==> config.mk <==
export PLATFORM = sky130hd
export DESIGN_NAME = d_cache_ctrl_flat
export DESIGN_NICKNAME = d
export VERILOG_FILES = /design/src/rtl/d_cache_ctrl_if.sv /design/src/rtl/d_cache_ctrl.sv /design/src/flat_wrapper.sv
export SDC_FILE = /design/constraint.sdc
export NUM_CORES = 1
export LEC_CHECK = 0
export CAP_MARGIN = 20
export CORE_MARGIN = 3
export CORE_UTILIZATION = 55
export DETAILED_ROUTE_END_ITERATION = 10
export DONT_BUFFER_PORTS = 1
export PLACE_DENSITY = 0.7
export SLEW_MARGIN = 20
export SYNTH_ARGS = -nofsm -noshare
export SYNTH_HDL_FRONTEND = slang
export SYNTH_SLANG_ARGS = --single-unit
==> constraint.sdc <==
create_clock -name clk -period 4.2 [get_ports clk]
set_input_delay 0.42 -clock clk [delete_from_list [all_inputs] [get_ports clk]]
set_output_delay 0.42 -clock clk [all_outputs]
set_load 0.05 [all_outputs]
==> src/rtl/d_cache_ctrl_if.sv <==
// CPU-side and memory-side signal bundle for the direct-mapped data cache controller.
// The slave modport is the cache; the master modport is the CPU plus main memory.
interface d_cache_ctrl_if;
   logic [15:0] d_addr;
   logic        re;
   logic        we;
   logic [15:0] wrt_data;
   logic [15:0] rd_data;
   logic        d_rdy;
   logic        allow_hlt;
   logic [13:0] m_addr;
   logic        m_re;
   logic        m_we;
   logic [63:0] m_wdata;
   logic [63:0] m_rdata;
   logic        m_rdy;

   modport slave (
      input  d_addr, re, we, wrt_data, m_rdata, m_rdy,
      output rd_data, d_rdy, allow_hlt, m_addr, m_re, m_we, m_wdata
   );

   modport master (
      output d_addr, re, we, wrt_data, m_rdata, m_rdy,
      input  rd_data, d_rdy, allow_hlt, m_addr, m_re, m_we, m_wdata
   );
endinterface

==> src/rtl/d_cache_ctrl.sv <==
// Direct-mapped write-back data cache controller: 8 sets, 4 x 16-bit words per line.
// Hits complete combinationally; misses write back a dirty victim, then fill from memory.
//
// state | meaning
// IDLE  | serving hits, detecting misses
// WB    | writing dirty victim line back to memory
// FILL  | fetching the missed line from memory
module d_cache_ctrl (
   input  logic           clk,
   input  logic           rst_n,
   d_cache_ctrl_if.slave  bus
);

   localparam logic [1:0] IDLE = 2'd0;
   localparam logic [1:0] WB   = 2'd1;
   localparam logic [1:0] FILL = 2'd2;

   logic [1:0]  state;
   logic [7:0]  valid;
   logic [7:0]  dirty;
   logic [10:0] tag_store  [8];
   logic [63:0] line_store [8];
   logic [10:0] miss_tag;
   logic [2:0]  miss_idx;

   logic [1:0]  offset;
   logic [2:0]  idx;
   logic [10:0] tag;
   logic        req;
   logic        tag_match;
   logic        hit;
   logic        miss;
   logic [63:0] cur_line;
   logic [15:0] cur_word;

   assign offset    = bus.d_addr[1:0];
   assign idx       = bus.d_addr[4:2];
   assign tag       = bus.d_addr[15:5];
   assign req       = bus.re | bus.we;
   assign tag_match = valid[idx] && (tag_store[idx] == tag);
   assign hit       = req && tag_match && (state == IDLE);
   assign miss      = req && !tag_match && (state == IDLE);
   assign cur_line  = line_store[idx];
   assign cur_word  = cur_line[{offset, 4'b0000} +: 16];

   // Read data reflects the array before any same-cycle write hit lands.
   assign bus.rd_data   = (hit && bus.re) ? cur_word : 16'h0000;
   assign bus.d_rdy     = hit;
   assign bus.allow_hlt = (state == IDLE) && !miss;
   assign bus.m_re      = (state == FILL);
   assign bus.m_we      = (state == WB);
   assign bus.m_wdata   = (state == WB) ? line_store[miss_idx] : 64'h0;

   always_comb begin
      bus.m_addr = 14'h0000;
      case (state)
         WB:      bus.m_addr = {tag_store[miss_idx], miss_idx};
         FILL:    bus.m_addr = {miss_tag, miss_idx};
         default: bus.m_addr = 14'h0000;
      endcase
   end

   always_ff @(posedge clk) begin
      if (rst_n) begin
         state    <= IDLE;
         valid    <= 8'h00;
         dirty    <= 8'h00;
         miss_tag <= 11'h000;
         miss_idx <= 3'd0;
      end else begin
         case (state)
            IDLE: begin
               if (hit && bus.we) begin
                  dirty[idx] <= 1'b1;
               end else if (miss) begin
                  miss_tag <= tag;
                  miss_idx <= idx;
                  state    <= (valid[idx] && dirty[idx]) ? WB : FILL;
               end
            end
            WB: begin
               if (bus.m_rdy) begin
                  dirty[miss_idx] <= 1'b0;
                  state           <= FILL;
               end
            end
            FILL: begin
               if (bus.m_rdy) begin
                  valid[miss_idx] <= 1'b1;
                  dirty[miss_idx] <= 1'b0;
                  state           <= IDLE;
               end
            end
            default: state <= IDLE;
         endcase
      end
   end

   // Arrays carry no reset; reset only blocks writes so an abandoned fill leaves nothing behind.
   always_ff @(posedge clk) begin
      if (!rst_n) begin
         if (hit && bus.we) begin
            line_store[idx][{offset, 4'b0000} +: 16] <= bus.wrt_data;
         end else if ((state == FILL) && bus.m_rdy) begin
            line_store[miss_idx] <= bus.m_rdata;
            tag_store[miss_idx]  <= miss_tag;
         end
      end
   end

endmodule

==> src/flat_wrapper.sv <==
// flat-port wrapper written by rule: the top's interface ports become plain ports
module d_cache_ctrl_flat 
  (clk, rst_n, bus_d_addr, bus_re, bus_we, bus_wrt_data, bus_m_rdata, bus_m_rdy, bus_rd_data, bus_d_rdy, bus_allow_hlt, bus_m_addr, bus_m_re, bus_m_we, bus_m_wdata);
  d_cache_ctrl_if bus_i ();
  input  logic clk;
  input  logic rst_n;
  input wire logic [$bits(bus_i.d_addr)-1:0] bus_d_addr;
  input wire logic [$bits(bus_i.re)-1:0] bus_re;
  input wire logic [$bits(bus_i.we)-1:0] bus_we;
  input wire logic [$bits(bus_i.wrt_data)-1:0] bus_wrt_data;
  input wire logic [$bits(bus_i.m_rdata)-1:0] bus_m_rdata;
  input wire logic [$bits(bus_i.m_rdy)-1:0] bus_m_rdy;
  output wire logic [$bits(bus_i.rd_data)-1:0] bus_rd_data;
  output wire logic [$bits(bus_i.d_rdy)-1:0] bus_d_rdy;
  output wire logic [$bits(bus_i.allow_hlt)-1:0] bus_allow_hlt;
  output wire logic [$bits(bus_i.m_addr)-1:0] bus_m_addr;
  output wire logic [$bits(bus_i.m_re)-1:0] bus_m_re;
  output wire logic [$bits(bus_i.m_we)-1:0] bus_m_we;
  output wire logic [$bits(bus_i.m_wdata)-1:0] bus_m_wdata;
  assign bus_i.d_addr = bus_d_addr;
  assign bus_i.re = bus_re;
  assign bus_i.we = bus_we;
  assign bus_i.wrt_data = bus_wrt_data;
  assign bus_i.m_rdata = bus_m_rdata;
  assign bus_i.m_rdy = bus_m_rdy;
  assign bus_rd_data = bus_i.rd_data;
  assign bus_d_rdy = bus_i.d_rdy;
  assign bus_allow_hlt = bus_i.allow_hlt;
  assign bus_m_addr = bus_i.m_addr;
  assign bus_m_re = bus_i.m_re;
  assign bus_m_we = bus_i.m_we;
  assign bus_m_wdata = bus_i.m_wdata;
  d_cache_ctrl u_core (.clk(clk), .rst_n(rst_n), .bus(bus_i));
endmodule
# Word level (Yosys, flattened, before mapping)
# Memories as Yosys holds them, arrays and structs flattened. A register that Yosys moved wholly into a read port is not among the register bits.
# Cells that the tools add are included.
[totals]
ramBits = 600
memories = 2
reg_bits = 32
elab_cells = 86
[op_classes]
shift = 3
order_cmp = 4
n_mux = 34
n_addsub = 1
eq_ne = 9
bitwise = 6
n_reduce_logical = 22
[mem_list]
columns = ["name", "words", "width", "rd", "rd_clocked_by_memory_dff", "write_ports", "line", "text"]
rows = [
  ["u_core.line_store", 8, 64, 2, 1, 1, "d_cache_ctrl.sv:22", "logic [63:0] line_store [8];"],
  ["u_core.tag_store", 8, 11, 2, 1, 1, "d_cache_ctrl.sv:21", "logic [10:0] tag_store [8];"],
]
[ops]
columns = ["op", "n"]
rows = [
  ["two-way mux 64 bit", 4],
  ["OR reduction 64 bit", 1],
  ["variable shift 16 x 8 -> 64 bit, first input constant", 1],
  ["variable part select 16 x 8 -> 64 bit", 1],
  ["variable part select 64 x 7 -> 16 bit", 1],
  ["one-hot mux 14 bit (2 select lines)", 1],
  ["two-way mux 16 bit", 1],
  ["two-way mux 8 bit", 2],
  ["OR 8 bit", 2],
  ["one-hot mux 8 bit (2 select lines)", 1],
  ["two-way mux 3 bit", 5],
  ["logical AND 1 bit", 12],
  ["equality test 11 bit", 1],
  ["two-way mux 1 bit", 10],
  ["two-way mux 2 bit", 5],
  ["AND 8 bit", 1],
  ["< comparator 3 x 4 -> 1 bit, second input constant", 2],
  ["!= test 2 bit, second input constant", 4],
  ["negator 6 -> 8 bit", 1],
  ["NOT 8 bit", 1],
  ["binary-select mux 1 bit (select 3 bit)", 2],
  ["demux 1 bit (select 3 bit)", 2],
  ["greater-or-equal comparator 3 x 1 -> 1 bit, second input constant", 2],
  ["one-hot mux 2 bit (3 select lines)", 1],
  ["other kinds (12)", 15],
]

# Depth between registers and ports, before layout
# Gate-level depths: netlist of the first run.
[depth]
ltp_word = 11
mapped_depth = 13
ltp_nobuf = 8

# Least setup slack after synthesis of the first run
# Ideal clock, no wire load.
[synth_timing]
path_kind = "input port to output port"
start = "in bus_d_addr[2]"
end = "out bus_rd_data[12]"
path_slack_ns = 0.169
path_stages = 12
arrival_time_ns = 3.611
path_cell_list = "buf_6 buf_8 buf_8 mux2i_1 a22oi_1 a21o_1 a221oi_2 nand4_2 nor2_1 nand3_1 buf_2 a311oi_1"
[synth_between]
elab_chain_len = 7
elab_cells_between_ends = 11
cone_classes = "1 x eq/ne; 1 x shift; 3 x mux; 4 x reduce/logical; 2 x memory"
[synth_rtl]
columns = ["element", "line", "text"]
rows = [
  ["start: declaration", "flat_wrapper.sv:7", "input wire logic [$bits(bus_i.d_addr)-1:0] bus_d_addr;"],
  ["branches (longest 6 deep; another with memory (8 x 64 bit))", "n/a", ""],
  ["two-way mux 16 bit *", "d_cache_ctrl.sv:47", "assign bus.rd_data = (hit && bus.re) ? cur_word : 16'h0000;"],
  ["end: declaration", "flat_wrapper.sv:13", "output wire logic [$bits(bus_i.rd_data)-1:0] bus_rd_data;"],
]
# Every way passes the cells marked *. The select of a mux whose other input is x is not followed.

==> results.tsv, run 1 <==
stage	metric	value	unit
clock_tree	clock sinks	635	
sta	Rel. slew slack	0.184	
sta	# setup viols final	0	
final_layout	fillers	3893	
power	NetSw	3.48	mW
final_layout	most common cell after layout, fill and taps aside	edfxtp_1	
clock_tree	htree depth	3	
yosys	fraction of registers with async set/reset	0	
critical_path	Critical Path End Type	primary output	
yosys	Syn Area/Cell	14.5	µm²
final_layout	P&R area growth vs syn	14.5	%
critical_path	Crit Path Max Fanout	16	
die	core area	55200	µm²
placed_design	worst slack, placed	0.496	ns
routing	average vias per placed instance	7.17	
sta	Tcrit/Tclk final	0.981	
power	Sw Ratio	0.232	
critical_path	Reg2Reg Setup Slack	0.53	ns
final_layout	final core occ	0.639	
die	Die Width	243	µm
clock_tree	worst skew pair latency	0.61	ns
power	internal power	11.5	mW
critical_path	Bufs and invs on worst path	2	
critical_path	CP cell instances	mux4_2 > mux2i_1 > xor2_1 > nor2b_1 > nand4_2 > nor2_1 > nand3_1 > buf_4 > a311oi_2 > buf_4	
critical_path	critical path required time	3.78	ns
final_layout	most frequent cells in the layout	edfxtp_1, mux4_2, buf_4	
outcome	status	complete, no violations	
final_layout	Layout Nets	2324	
grt	initial antenna violation count	7	
die	Cell Rows	86	
placed_design	placed cell count	2879	
sta	Setup Skew	0.0243	ns
placed_design	I/O Buffers	0	
final_layout	Layout Cells excl Fill	3012	
die	DIE AREA	58900	µm²
critical_path	slowest stage cell, crit path	mux4_2	
critical_path	crit path DAT	3.70	ns
clock_tree	CTS tree	built	
clock_tree	post-CTS sizing	0	
yosys	Syn Nets	2232	
yosys	area of the mapped netlist	30800	µm²
final_layout	share of post-route cells with drive strength above 1	0.252	
yosys	Cells after Synth	2122	
placed_design	routability cong.	0.934	
min_path	Hold WC Path Type	input pin to flop	
yosys	top cells by area, synth	edfxtp_1, mux4_2, mux2i_1	
grt	Tot GR Track Use	0.344	
routing	DR WL/cell	34.0	µm
min_path	hold depth	2	
yosys	register area share after synthesis	0.608	
yosys	top_reg_cell synth	edfxtp_1	
sta	setup TNS	0	ns
power	PD cells	425	nW/µm²
clock_tree	CTS clk-pin slew, worst paths	0.06	ns
power	Power, Total	15.0	mW
yosys	number of synthesized flops with an enable pin	600	
critical_path	RR Endpoint	u_core.line_store[7][42]	
critical_path	cell mode on critical path	buf_4	
die	die height	243	µm
power	peak supply drop	0.284	mV
sta	crit path time final	4.12	ns
routing	Antenna Nets Post-Route	0	
power	Clock power frac	0.425	
die	Top-Level Pins	199	
critical_path	FF-to-FF Start	u_core.tag_store[7][5]	
power	Reg power frac	0.476	
grt	largest net degree at the start of global routing	153	
critical_path	Worst R2R Path Depth	10	
grt	vias in the first global route	20900	
sta	Slew Limit Fails	0	
sta	slew of the pin with the lowest slew margin	1.22	ns
die	Initial Utilization	0.558	
critical_path	Critical Path End	bus_rd_data[12]	
critical_path	worst setup path class	flop to primary output	
sta	RSZ-0062 raised after global routing	no	
critical_path	worst setup path start	u_core.tag_store[0][2]	
clock_tree	Longest Clk Path Bufs	3	
yosys	flops & latches, synth	635	
power	leakage	11.6	nW
yosys	Yosys top cell area share	0.585	
critical_path	Worst setup SP type	flop	
placed_design	placed wire-length estimate	65900	µm
yosys	area leader, netlist	edfxtp_1	
grt	first-pass GRT wire length	147000	µm
yosys	YS warnings	0	
clock_tree	setup bufs post-CTS	0	
yosys	Unique masters post-synth	67	
critical_path	CP Depth	10	
clock_tree	Root Driver	clkbuf_16	
routing	DRT iter0 DRCs	3725	
job	max-cap viol count	0	
critical_path	delay-heaviest family, CP	simple AND/OR/NAND/NOR gates	
routing	Pre-antenna DRT Iters	6	
power	Logic pwr share	0.098	
clock_tree	Num CTS Buffers	68	
grt	grt total ovfl	0	
sta	Max Clk Rate	243	MHz
routing	drt total wl	103000	µm
critical_path	CP max stage delay	0.47	ns
routing	drt drc	0	
sta	post-route setup slack	0.0781	ns
sta	Fin. Hold Viols	0	
routing	via count	21600	
-- sequential cells by signal, indices dropped and copies added (netlist names), named ones only --
register,count
u_core.tag_store,88
u_core.state,2
u_core.miss_tag,11
u_core.miss_idx,3
u_core.line_store,512
u_core.valid,8
u_core.dirty,8
-- cell usage after synthesis, types with 4 or more instances --
cell type and instances:
xor2_1 4, a311oi_1 8, nor3b_1 9, a41oi_1 7
nand3_1 73, o22a_1 7, edfxtp_1 600, o221ai_1 14
and2_1 5, mux2_1 4, a21oi_1 46, mux2_2 41
a22o_1 4, nor2b_1 84, o2bb2ai_1 8, a22oi_1 14
nor4_1 10, a2111oi_0 5, a211oi_1 21, mux2i_1 148
inv_1 95, or3_1 11, o211ai_1 10, o21a_1 4
buf_1 31, dfxtp_1 35, clkbuf_1 100, nand2_1 32
o21ai_0 97, nor3_1 51, mux4_2 176, o22ai_1 106
o21ai_1 82, nor2_1 81, nand2b_1 5, buf_2 32
nand3b_2 4, ha_1 9
-- final cells by class --
cell class,count,area (µm²),share of cell area
repair buffers,191,1660,0.0472
diodes,2,5.00,0.000142
multi-input cells,1222,11200,0.318
well taps,748,936,0.0265
flip-flops and latches,635,18700,0.531
inverters,96,360,0.0102
clock inverters,35,458,0.0130
clock buffers,83,1890,0.0537
-- worst min path at each step --
stage	endpoint	slack (ns)	start
detailed placement	u_core.dirty[1]	0.45	u_core.dirty[1]
global route	u_core.miss_idx[0]	0.06	bus_d_addr[2]
global placement	u_core.dirty[7]	0.45	u_core.dirty[7]
CTS	u_core.miss_idx[2]	0.03	bus_d_addr[4]
floorplan	u_core.dirty[7]	0.43	u_core.dirty[7]
finish	u_core.miss_idx[0]	0.05	bus_d_addr[2]
-- power groups by stage --
| stage | registers, mW | logic, mW | clock network, mW |
|---|---|---|---|
| after detailed placement | 7.27 | 1.42 | 0 |
| final | 7.14 | 1.47 | 6.37 |
| after global routing | 7.15 | 1.54 | 6.65 |
| after global placement | 7.27 | 1.40 | 0 |
| after CTS | 7.14 | 1.45 | 6.37 |
| after floorplan | 7.20 | 1.06 | 0 |
-- cell families after synthesis --
family,count (synthesis),synth area share
DFF,635,0.608
adders and majority gates,9,0.00366
and+or+nand+nor,381,0.0658
muxes,369,0.193
AOI/OAI and AO/OA,458,0.0929
xor gates and xnor gates,5,0.00142
buffers and inverters,265,0.0351
-- stage by stage --
stage	area (µm²)	hold WS, ns
after floorplan	30800	0.430
after global placement	32800	0.445
after detailed placement	32800	0.448
after CTS	35300	0.0306
after global routing	35300	0.0558
final	35300	0.0462
-- worst reg2reg max path, delay by kind of cell, from the launching register on --
kind / cells / cell delay (ns)
flip-flops: 1 / 0.40
AO/OA/AOI/OAI: 2 / 0.70
XOR/XNOR: 1 / 0.30
multiplexers: 2 / 0.68
buffers and inverters: 2 / 0.72
AND/OR/NAND/NOR: 3 / 0.61
-- per-layer routing --
layer | vias to the layer above | wire (µm) | global-route usage
met4 | 10 | 5250 | 0.164
li1 | 8644 | - | -
met2 | 1831 | 45800 | 0.515
met1 | 10800 | 36600 | 0.466
met5 | - | 62 | 0
met3 | 297 | 14900 | 0.106
-- what timing repair did --
item	CTS	global route
hold buffers	13	0
endpoints found under the hold margin	31	0
endpoints found under the setup margin	0	0
Note: power is estimated with default switching activity, not from simulation.
==> inputs of run 2 (changes only) <==
- SETUP_SLACK_MARGIN: not set -> 0.2
==> run 2 against run 1 <==
Routed wire length fell by 0.26%. Die area did not move. Total power shrank 3.2%. Critical endpoint is now bus_rd_data[4]. Register-to-register slack worse by 0.13 ns. Global-route usage fell by 0.21 points. Setup slack better by 0.090 ns. Combinational power about the same. Fmax is 2.2% higher. Core utilization decreased by 0.50 points. Sequential share of layout area grew 0.42 points. Flip-flop and latch count unchanged. Largest power group unchanged.
==> results.tsv, run 2 (synthesized netlist as in run 1, its figures left out) <==
stage	metric	value	unit
sta	Slew Limit Fails	0	
clock_tree	Num CTS Buffers	67	
final_layout	Top Registers	u_core.line_store x512, u_core.tag_store x88, u_core.miss_tag x11	
final_layout	share of post-route cells with drive strength above 1	0.247	
routing	drt drc	0	
power	Logic pwr share	0.101	
sta	Setup Skew	0.0157	ns
final_layout	P&R area growth vs syn	13.6	%
power	internal power	11.0	mW
routing	Antenna Nets Post-Route	0	
routing	drt total wl	102000	µm
placed_design	I/O Buffers	0	
placed_design	area of placed instances	32600	µm²
critical_path	Crit Path Max Fanout	134	
critical_path	crit path DAT	3.61	ns
job	max-cap viol count	0	
power	leakage	11.4	nW
die	Die Width	243	µm
clock_tree	htree depth	3	
grt	vias in the first global route	21100	
sta	Fin. Hold Viols	0	
placed_design	placed wire-length estimate	64600	µm
die	Cell Rows	86	
sta	slew of the pin with the lowest slew margin	1.25	ns
critical_path	critical path required time	3.78	ns
die	Top-Level Pins	199	
critical_path	Reg2Reg Setup Slack	0.40	ns
final_layout	fin area	35000	µm²
final_layout	most frequent cells in the layout	edfxtp_1, mux4_2, buf_4	
clock_tree	CTS clk-pin slew, worst paths	0.06	ns
sta	RSZ-0062 raised after global routing	no	
die	core area	55200	µm²
grt	Tot GR Track Use	0.342	
routing	average vias per placed instance	7.20	
final_layout	Largest Register	u_core.line_store	
clock_tree	clock sinks	635	
power	Reg power frac	0.492	
critical_path	Worst setup SP type	input pin	
clock_tree	worst skew pair latency	0.61	ns
grt	grt total ovfl	0	
critical_path	Critical Path End	bus_rd_data[4]	
clock_tree	CTS tree	built	
grt	largest net degree at the start of global routing	153	
routing	DR WL/cell	33.9	µm
outcome	status	complete, no violations	
sta	setup TNS	0	ns
die	Initial Utilization	0.558	
sta	# setup viols final	0	
sta	crit path time final	4.03	ns
grt	first-pass GRT wire length	146000	µm
critical_path	RR Endpoint	u_core.line_store[6][25]	
power	NetSw	3.48	mW
final_layout	number of flip-flops in the largest register	512	
sta	Max Clk Rate	248	MHz
critical_path	Worst R2R Path Depth	10	
routing	Pre-antenna DRT Iters	6	
clock_tree	Longest Clk Path Bufs	3	
min_path	Hold WC Path Type	input pin to flop	
final_layout	most common cell after layout, fill and taps aside	edfxtp_1	
power	Sw Ratio	0.240	
critical_path	Critical Path End Type	primary output	
power	Clock power frac	0.406	
die	die height	243	µm
critical_path	worst setup path class	input pin to primary output	
clock_tree	Root Driver	clkbuf_16	
routing	DRT iter0 DRCs	3184	
routing	via count	21700	
sta	Tcrit/Tclk final	0.960	
placed_design	routability cong.	0.928	
power	PD cells	415	nW/µm²
sta	Rel. slew slack	0.159	
critical_path	worst setup path start	bus_d_addr[4]	
final_layout	Layout Nets	2320	
die	DIE AREA	58900	µm²
grt	initial antenna violation count	2	
power	peak supply drop	0.331	mV
final_layout	fillers	3953	
critical_path	FF-to-FF Start	u_core.tag_store[5][2]	
[run 2: critical path, cell delays in order]
cell      delay [ns]
inv_1           0.38
or3_1           0.60
o22ai_1         0.19
nor4_1          0.79
a211oi_1        0.40
a311oi_2        0.35
buf_4           0.17
buf_4           0.19
[run 2: worst min-delay path by stage]
stage | depth (start not counted) | end | start
floorplan | 2 | u_core.dirty[7] | u_core.dirty[7]
global placement | 1 | u_core.dirty[0] | u_core.dirty[0]
detailed placement | 1 | u_core.dirty[5] | u_core.dirty[5]
CTS | 2 | u_core.miss_idx[1] | bus_d_addr[3]
global route | 2 | flop | bus_d_addr[2]
finish | 2 | u_core.miss_idx[0] | bus_d_addr[2]
[run 2: final cells by class]
| cell class | instances | area [µm²] | area share |
|---|---|---|---|
| inverter | 96 | 360 | 0.0103 |
| sequential | 635 | 18700 | 0.535 |
| clock inverter | 41 | 389 | 0.0111 |
| antenna | 5 | 12.5 | 0.000358 |
| multi-input combinational | 1222 | 11300 | 0.322 |
| clock buffer | 81 | 1770 | 0.0506 |
| timing repair buffer | 188 | 1550 | 0.0442 |
| tap | 748 | 936 | 0.0267 |
[run 2: power by group through the flow]
| stage | Clock [mW] | Combinational, mW | Sequential [mW] |
|---|---|---|---|
| 2_1_floorplan | 0 | 1.06 | 7.20 |
| 3_3_place_gp | 0 | 1.39 | 7.27 |
| 3_5_place_dp | 0 | 1.41 | 7.28 |
| 4_1_cts | 5.92 | 1.44 | 7.14 |
| 5_1_grt | 6.16 | 1.54 | 7.15 |
| 6_report | 5.90 | 1.47 | 7.15 |
[run 2: per-layer routing]
| metal | vias up | track usage | wire length [µm] |
|---|---|---|---|
| met5 | - | 0 | 17 |
| met4 | 2 | 0.156 | 5060 |
| met3 | 304 | 0.108 | 14800 |
| met2 | 1813 | 0.521 | 46600 |
| met1 | 10900 | 0.457 | 35800 |
| li1 | 8670 | - | - |
[run 2: what timing repair did]
item                                   CTS  global route
gates cloned                             0             0
setup endpoints to repair                1            14
resized for setup                        1             5
hold buffers                            13             0
endpoints found under the hold margin   34             0
pin swaps                                0             3
setup buffers                            0             7
[run 2: metrics by stage]
stage / util / hold slack (ns) / cells / setup WS [ns] / power (mW)
detailed placement: 0.591 / 0.449 / 2869 / 0.355 / 8.69
CTS: 0.632 / 0.0108 / 3004 / 0.235 / 14.5
global placement: 0.591 / 0.446 / 2869 / 0.491 / 8.66
finish: 0.634 / 0.0294 / 3016 / 0.168 / 14.5
floorplan: - / 0.430 / 2122 / 0.221 / 8.26
global route: 0.634 / 0.0634 / 3011 / 0.241 / 14.9
